**config.mk**
```make
export PLATFORM = sky130hd
export DESIGN_NAME = muldiv_seq
export DESIGN_NICKNAME = d
export VERILOG_FILES = /design/src/rtl/muldiv_seq.sv
export SDC_FILE = /design/constraint.sdc
export NUM_CORES = 1
export LEC_CHECK = 0
export CAP_MARGIN = 20
export CELL_PAD_IN_SITES_DETAIL_PLACEMENT = 1
export CELL_PAD_IN_SITES_GLOBAL_PLACEMENT = 2
export CORE_MARGIN = 5
export CORE_UTILIZATION = 40
export DETAILED_ROUTE_END_ITERATION = 6
export PLACE_DENSITY = 0.83
export SLEW_MARGIN = 15
export SYNTH_ARGS = -nofsm -noshare
export SYNTH_HDL_FRONTEND = slang
export SYNTH_SLANG_ARGS = --single-unit
```
**constraint.sdc**
```tcl
create_clock -name clk -period 10.4 [get_ports clk]
set_input_delay 2.6 -clock clk [delete_from_list [all_inputs] [get_ports clk]]
set_output_delay 2.6 -clock clk [all_outputs]
set_load 0.05 [all_outputs]
```
**src/rtl/muldiv_seq.sv**
```systemverilog
// Iterative HI/LO multiply/divide sequencer: 32-step shift-add multiply and restoring divide.
// Optional MULDIV_FAST_MUL_EN replaces the iterative multiply with a single-cycle product.
module muldiv_seq (
   input  logic        clk,
   input  logic        resetn,
   input  logic        start_i,
   input  logic [1:0]  op_i,
   input  logic [31:0] src_a_i,
   input  logic [31:0] src_b_i,
   input  logic        flush_i,
   output logic        stall_o,
   output logic        busy_o,
   output logic        done_o,
   output logic [31:0] hi_o,
   output logic [31:0] lo_o,
   output logic        div_zero_o
);

   typedef enum logic [1:0] {S_IDLE, S_MUL, S_DIV, S_DONE} state_t;

   state_t      state, state_nxt;
   logic [5:0]  cnt;
   logic        sa_q, sb_q, dz_q;
   logic [63:0] acc, ma;
   logic [31:0] mb;
   logic [31:0] rem, dq, dvs;

   logic        accept, last;
   logic        in_sa, in_sb;
   logic [31:0] in_mag_a, in_mag_b;
   logic [63:0] acc_nxt, prod_res;
   logic [32:0] shifted;
   logic        ge;
   logic [31:0] rem_nxt, dq_nxt, quo_res, rem_res;
   logic        neg;

   assign accept   = (state == S_IDLE) && start_i && !flush_i;
   assign last     = (cnt == 6'd31);
   assign in_sa    = !op_i[0] && src_a_i[31];
   assign in_sb    = !op_i[0] && src_b_i[31];
   // -0x8000_0000 wraps back to 0x8000_0000, which is the exact unsigned magnitude
   assign in_mag_a = in_sa ? (~src_a_i + 32'd1) : src_a_i;
   assign in_mag_b = in_sb ? (~src_b_i + 32'd1) : src_b_i;

   assign acc_nxt  = acc + (mb[0] ? ma : '0);
   assign shifted  = {rem, dq[31]};
   assign ge       = (shifted >= {1'b0, dvs});
   assign rem_nxt  = ge ? (shifted[31:0] - dvs) : shifted[31:0];
   assign dq_nxt   = {dq[30:0], ge};

   assign neg      = sa_q ^ sb_q;
   assign prod_res = neg ? (~acc_nxt + 64'd1) : acc_nxt;
   assign quo_res  = neg ? (~dq_nxt + 32'd1) : dq_nxt;
   assign rem_res  = sa_q ? (~rem_nxt + 32'd1) : rem_nxt;

`ifdef MULDIV_FAST_MUL_EN
   logic [63:0] fast_prod;
   always_comb begin
      if (op_i[0])
         fast_prod = {32'd0, src_a_i} * {32'd0, src_b_i};
      else
         fast_prod = $signed({{32{src_a_i[31]}}, src_a_i}) * $signed({{32{src_b_i[31]}}, src_b_i});
   end
`endif

   always_comb begin
      state_nxt = state;
      case (state)
         S_IDLE: begin
            if (accept) begin
               if (op_i[1])
                  state_nxt = (src_b_i == '0) ? S_DONE : S_DIV;
               else
`ifdef MULDIV_FAST_MUL_EN
                  state_nxt = S_DONE;
`else
                  state_nxt = S_MUL;
`endif
            end
         end
         S_MUL:   if (last) state_nxt = S_DONE;
         S_DIV:   if (last) state_nxt = S_DONE;
         S_DONE:  state_nxt = S_IDLE;
         default: state_nxt = S_IDLE;
      endcase
      if (flush_i) state_nxt = S_IDLE;
   end

   always_ff @(posedge clk or negedge resetn) begin
      if (!resetn) begin
         state <= S_IDLE;
         cnt   <= '0;
         sa_q  <= 1'b0;
         sb_q  <= 1'b0;
         dz_q  <= 1'b0;
         acc   <= '0;
         ma    <= '0;
         mb    <= '0;
         rem   <= '0;
         dq    <= '0;
         dvs   <= '0;
         hi_o  <= '0;
         lo_o  <= '0;
      end else begin
         state <= state_nxt;
         case (state)
            S_IDLE: begin
               if (accept) begin
                  sa_q <= in_sa;
                  sb_q <= in_sb;
                  dz_q <= 1'b0;
                  cnt  <= '0;
                  acc  <= '0;
                  ma   <= {32'd0, in_mag_a};
                  mb   <= in_mag_b;
                  rem  <= '0;
                  dq   <= in_mag_a;
                  dvs  <= in_mag_b;
                  if (op_i[1] && (src_b_i == '0)) begin
                     dz_q <= 1'b1;
                     hi_o <= src_a_i;
                     lo_o <= '1;
                  end
`ifdef MULDIV_FAST_MUL_EN
                  else if (!op_i[1]) begin
                     {hi_o, lo_o} <= fast_prod;
                  end
`endif
               end
            end
            S_MUL: begin
               acc <= acc_nxt;
               ma  <= ma << 1;
               mb  <= mb >> 1;
               cnt <= cnt + 6'd1;
               if (last && !flush_i) {hi_o, lo_o} <= prod_res;
            end
            S_DIV: begin
               rem <= rem_nxt;
               dq  <= dq_nxt;
               cnt <= cnt + 6'd1;
               if (last && !flush_i) begin
                  hi_o <= rem_res;
                  lo_o <= quo_res;
               end
            end
            default: ;
         endcase
      end
   end

   assign busy_o     = (state != S_IDLE);
   assign done_o     = (state == S_DONE);
   assign div_zero_o = (state == S_DONE) && dz_q;
   assign stall_o    = (((state == S_IDLE) && start_i) || (state == S_MUL) || (state == S_DIV)) && !flush_i;

endmodule

```
==> summary.txt <==
sequential-to-total area share from yosys stat - 0.315
crit end category - register
Final setup violation count - 0
routability cong. - 0.940
Synth cell types - 116
final core occ - 0.455
VDD IR max - 0.224 mV
DRT iter0 DRCs - 1981
Congestion Overflow GR - 0
Sinks on Clock Net - 331
Nets - 3497
CP Class - reg2reg
final period utilization - 0.664
CP startpoint kind - register
H-tree levels - 2
Max-cap violations - 0
Synth Area in Compound Gates - 0.283
post-route ant nets - 0
Syn Inst Count - 3318
Final Hold Fails - 0
vias - 27000
commonest non-fill, non-tap cell in the layout - nand2_1
vias in the first global route - 27300
Slew @ Worst Pin - 1120 ps
P per Cell Area - 305 mW/mm²
worst-path fanout max - 31
Final Routed Wirelength - 113 mm
largest family of logic cells by synthesized area - compound AO/OA/AOI/OAI gates
Mapped Area - 0.0263 mm²
Leak - 12.3 nW
Hold-fix buffers, CTS - 0
f_max - 145 MHz
hold crit path type - reg2reg
Die Y - 266 µm
Max Clock Skew - 15.8 ps
total negative setup slack - 0 ps
global-route wire length before repair - 170 mm
post-route insts no fill - 4217
status - complete, no violations
placed cells - 4135
fin crit period - 6910 ps
max_slew headroom - 0.245
vias per cell - 6.41
DR WL/cell - 26.7 µm
DRT Pass-1 Iters - 5
Final Slew Violations - 0
Overall Power - 9.07 mW
Skew-Pair Late Insertion Delay - 600 ps
hpwl dp - 84.9 mm
ys flop type - dfrtp_1
adder-cell area share of the yosys netlist - 0.0520
EDFF count, synth - 0
CTS tree - yes
initial antenna violation count - 1
Initial Utilization - 0.401
pin count of the biggest net entering global routing - 80
die area - 0.0710 mm²
Rows - 94
Required @ worst endpoint - 10870 ps
mux share of post-synthesis cell area - 0.0143
most frequent cells in the layout - nand2_1, dfrtp_1, o21ai_0
syn_nets - 3496
CTS max path bufs - 3
Remaining DRCs - 0
cts repair resizes - 0
synthesized flop and latch total - 331
Synth-to-Final Area Change - 13.3%
Post-CTS Setup Inserts - 0
RSZ-0062 raised after global routing - no
clock root buffer - clkbuf_16
CTS clk-pin slew, worst paths - 60 ps
total CTS buffers - 44
Ports - 138
simple logic cell fraction of the synthesized area - 0.220
GR Util All Layers - 0.305
crit path DAT - 7370 ps
Die Wd - 266 µm
Syn Area/Cell - 7.92 µm²
layout cell share with drive strength beyond 1 - 0.0558
yosys warns - 0
PortBufs - 137
worst hold slack - 490 ps
fraction of registers with async set/reset - 1.00
core area - 0.0655 mm²
Post-Synth XOR/XNOR Area - 0.0700
cell families after synthesis:
logic type | Yosys count
mux | 37
buf+inv | 301
simple gates | 1173
flops | 331
fa+ha+maj | 108
xor+xnor | 210
compound gates | 1158
flip-flops by register name, summed over array words and instances (netlist names):
| register | count |
|---|---|
| acc | 64 |
| ma | 64 |
| dq | 32 |
| dvs | 32 |
| hi_o | 32 |
| lo_o | 32 |
| mb | 32 |
| rem | 32 |
| cnt | 6 |
| state | 2 |
| dz_q | 1 |
| sa_q | 1 |
| sb_q | 1 |
Yosys cell counts (8+ instances only):
cell type / instances / area share
a41oi_1: 8 / 0.0027
o211ai_1: 28 / 0.0080
nor3_1: 65 / 0.012
o211a_1: 8 / 0.0030
a221oi_1: 40 / 0.013
inv_1: 81 / 0.012
clkbuf_1: 163 / 0.023
xor2_1: 86 / 0.029
nor2b_1: 13 / 0.0031
nand2_1: 406 / 0.058
nand2b_1: 28 / 0.0067
o21ai_1: 18 / 0.0034
o21bai_1: 9 / 0.0026
xnor2_1: 124 / 0.041
a21oi_1: 295 / 0.056
mux2i_1: 32 / 0.012
o31a_1: 11 / 0.0037
o41ai_1: 13 / 0.0043
a22o_1: 52 / 0.017
or3_1: 49 / 0.012
nor2_1: 236 / 0.034
o31ai_1: 38 / 0.011
a21boi_0: 34 / 0.0097
buf_2: 29 / 0.0055
and3_1: 26 / 0.0062
nor3b_1: 11 / 0.0031
o21a_1: 14 / 0.0040
a311oi_1: 9 / 0.0030
o21ai_0: 297 / 0.057
buf_1: 20 / 0.0029
o22ai_1: 91 / 0.022
a31oi_1: 34 / 0.0081
nand4_1: 47 / 0.011
or4_1: 14 / 0.0040
dfrtp_1: 331 / 0.32
a21o_1: 42 / 0.012
a211oi_1: 29 / 0.0083
ha_1: 106 / 0.050
nand3_1: 94 / 0.018
and4_1: 16 / 0.0053
nor4_1: 25 / 0.0059
and2_1: 92 / 0.022
layer usage:
| metal | track usage | vias to the layer above | wire length [µm] |
|---|---|---|---|
| li1 | - | 12200 | - |
| met1 | 0.430 | 13900 | 50700 |
| met2 | 0.493 | 829 | 51600 |
| met3 | 0.0438 | 150 | 6800 |
| met4 | 0.0845 | 0 | 3540 |
| met5 | 0 | - | 0 |
critical path, stage by stage, from the launching register on:
cell	delay (ps)
dfrtp_1	960
and2_1	250
ha_1	170
inv_1	60
fa_1	520
nand2b_2	310
a21o_1	220
a211oi_1	670
o21ai_0	220
a221oi_1	720
and4b_1	470
nand4_1	660
o41ai_1	610
xnor2_1	260
a221oi_1	490
o21ai_0	160
where the power goes:
group | internal (mW) | switching [mW] | total [mW]
registers | 1.69 | 0.402 | 2.09
clock network | 0.974 | 0.661 | 1.63
logic | 1.69 | 3.66 | 5.35
total | 4.35 | 4.73 | 9.07
stage by stage:
step,worst slack (ps),cell area (µm²)
2_1_floorplan,4300,26300
3_3_place_gp,2760,28200
3_5_place_dp,2600,28200
4_1_cts,3220,29800
5_1_grt,3210,29800
6_report,3490,29800
path summary, 6_finish.rpt:
kind                       startpoint      end  slack, ps  depth (start not counted)
min                           acc[47]  acc[47]        490                          2
min in group asynchronous      resetn  acc[11]       1970                          1
min reg2reg                   acc[47]  acc[47]        490                          2
max                             mb[0]  hi_o[5]       3490                         15
max in group asynchronous      resetn  dvs[14]       6160                          3
max reg2reg                     mb[0]  hi_o[5]       3490                         15
final cells by class:
| cell class | count | area (µm²) |
|---|---|---|
| Tap cell | 864 | 1080 |
| Inverter | 84 | 318 |
| Clock inverter | 16 | 224 |
| Timing Repair Buffer | 172 | 1660 |
| Clock buffer | 63 | 1300 |
| Fill cell | 7850 | 35700 |
| Antenna cell | 1 | 2.50 |
| Multi-Input combinational cell | 2686 | 16900 |
| Sequential cell | 331 | 8280 |
No activity file was read; power rests on OpenSTA's default activity.
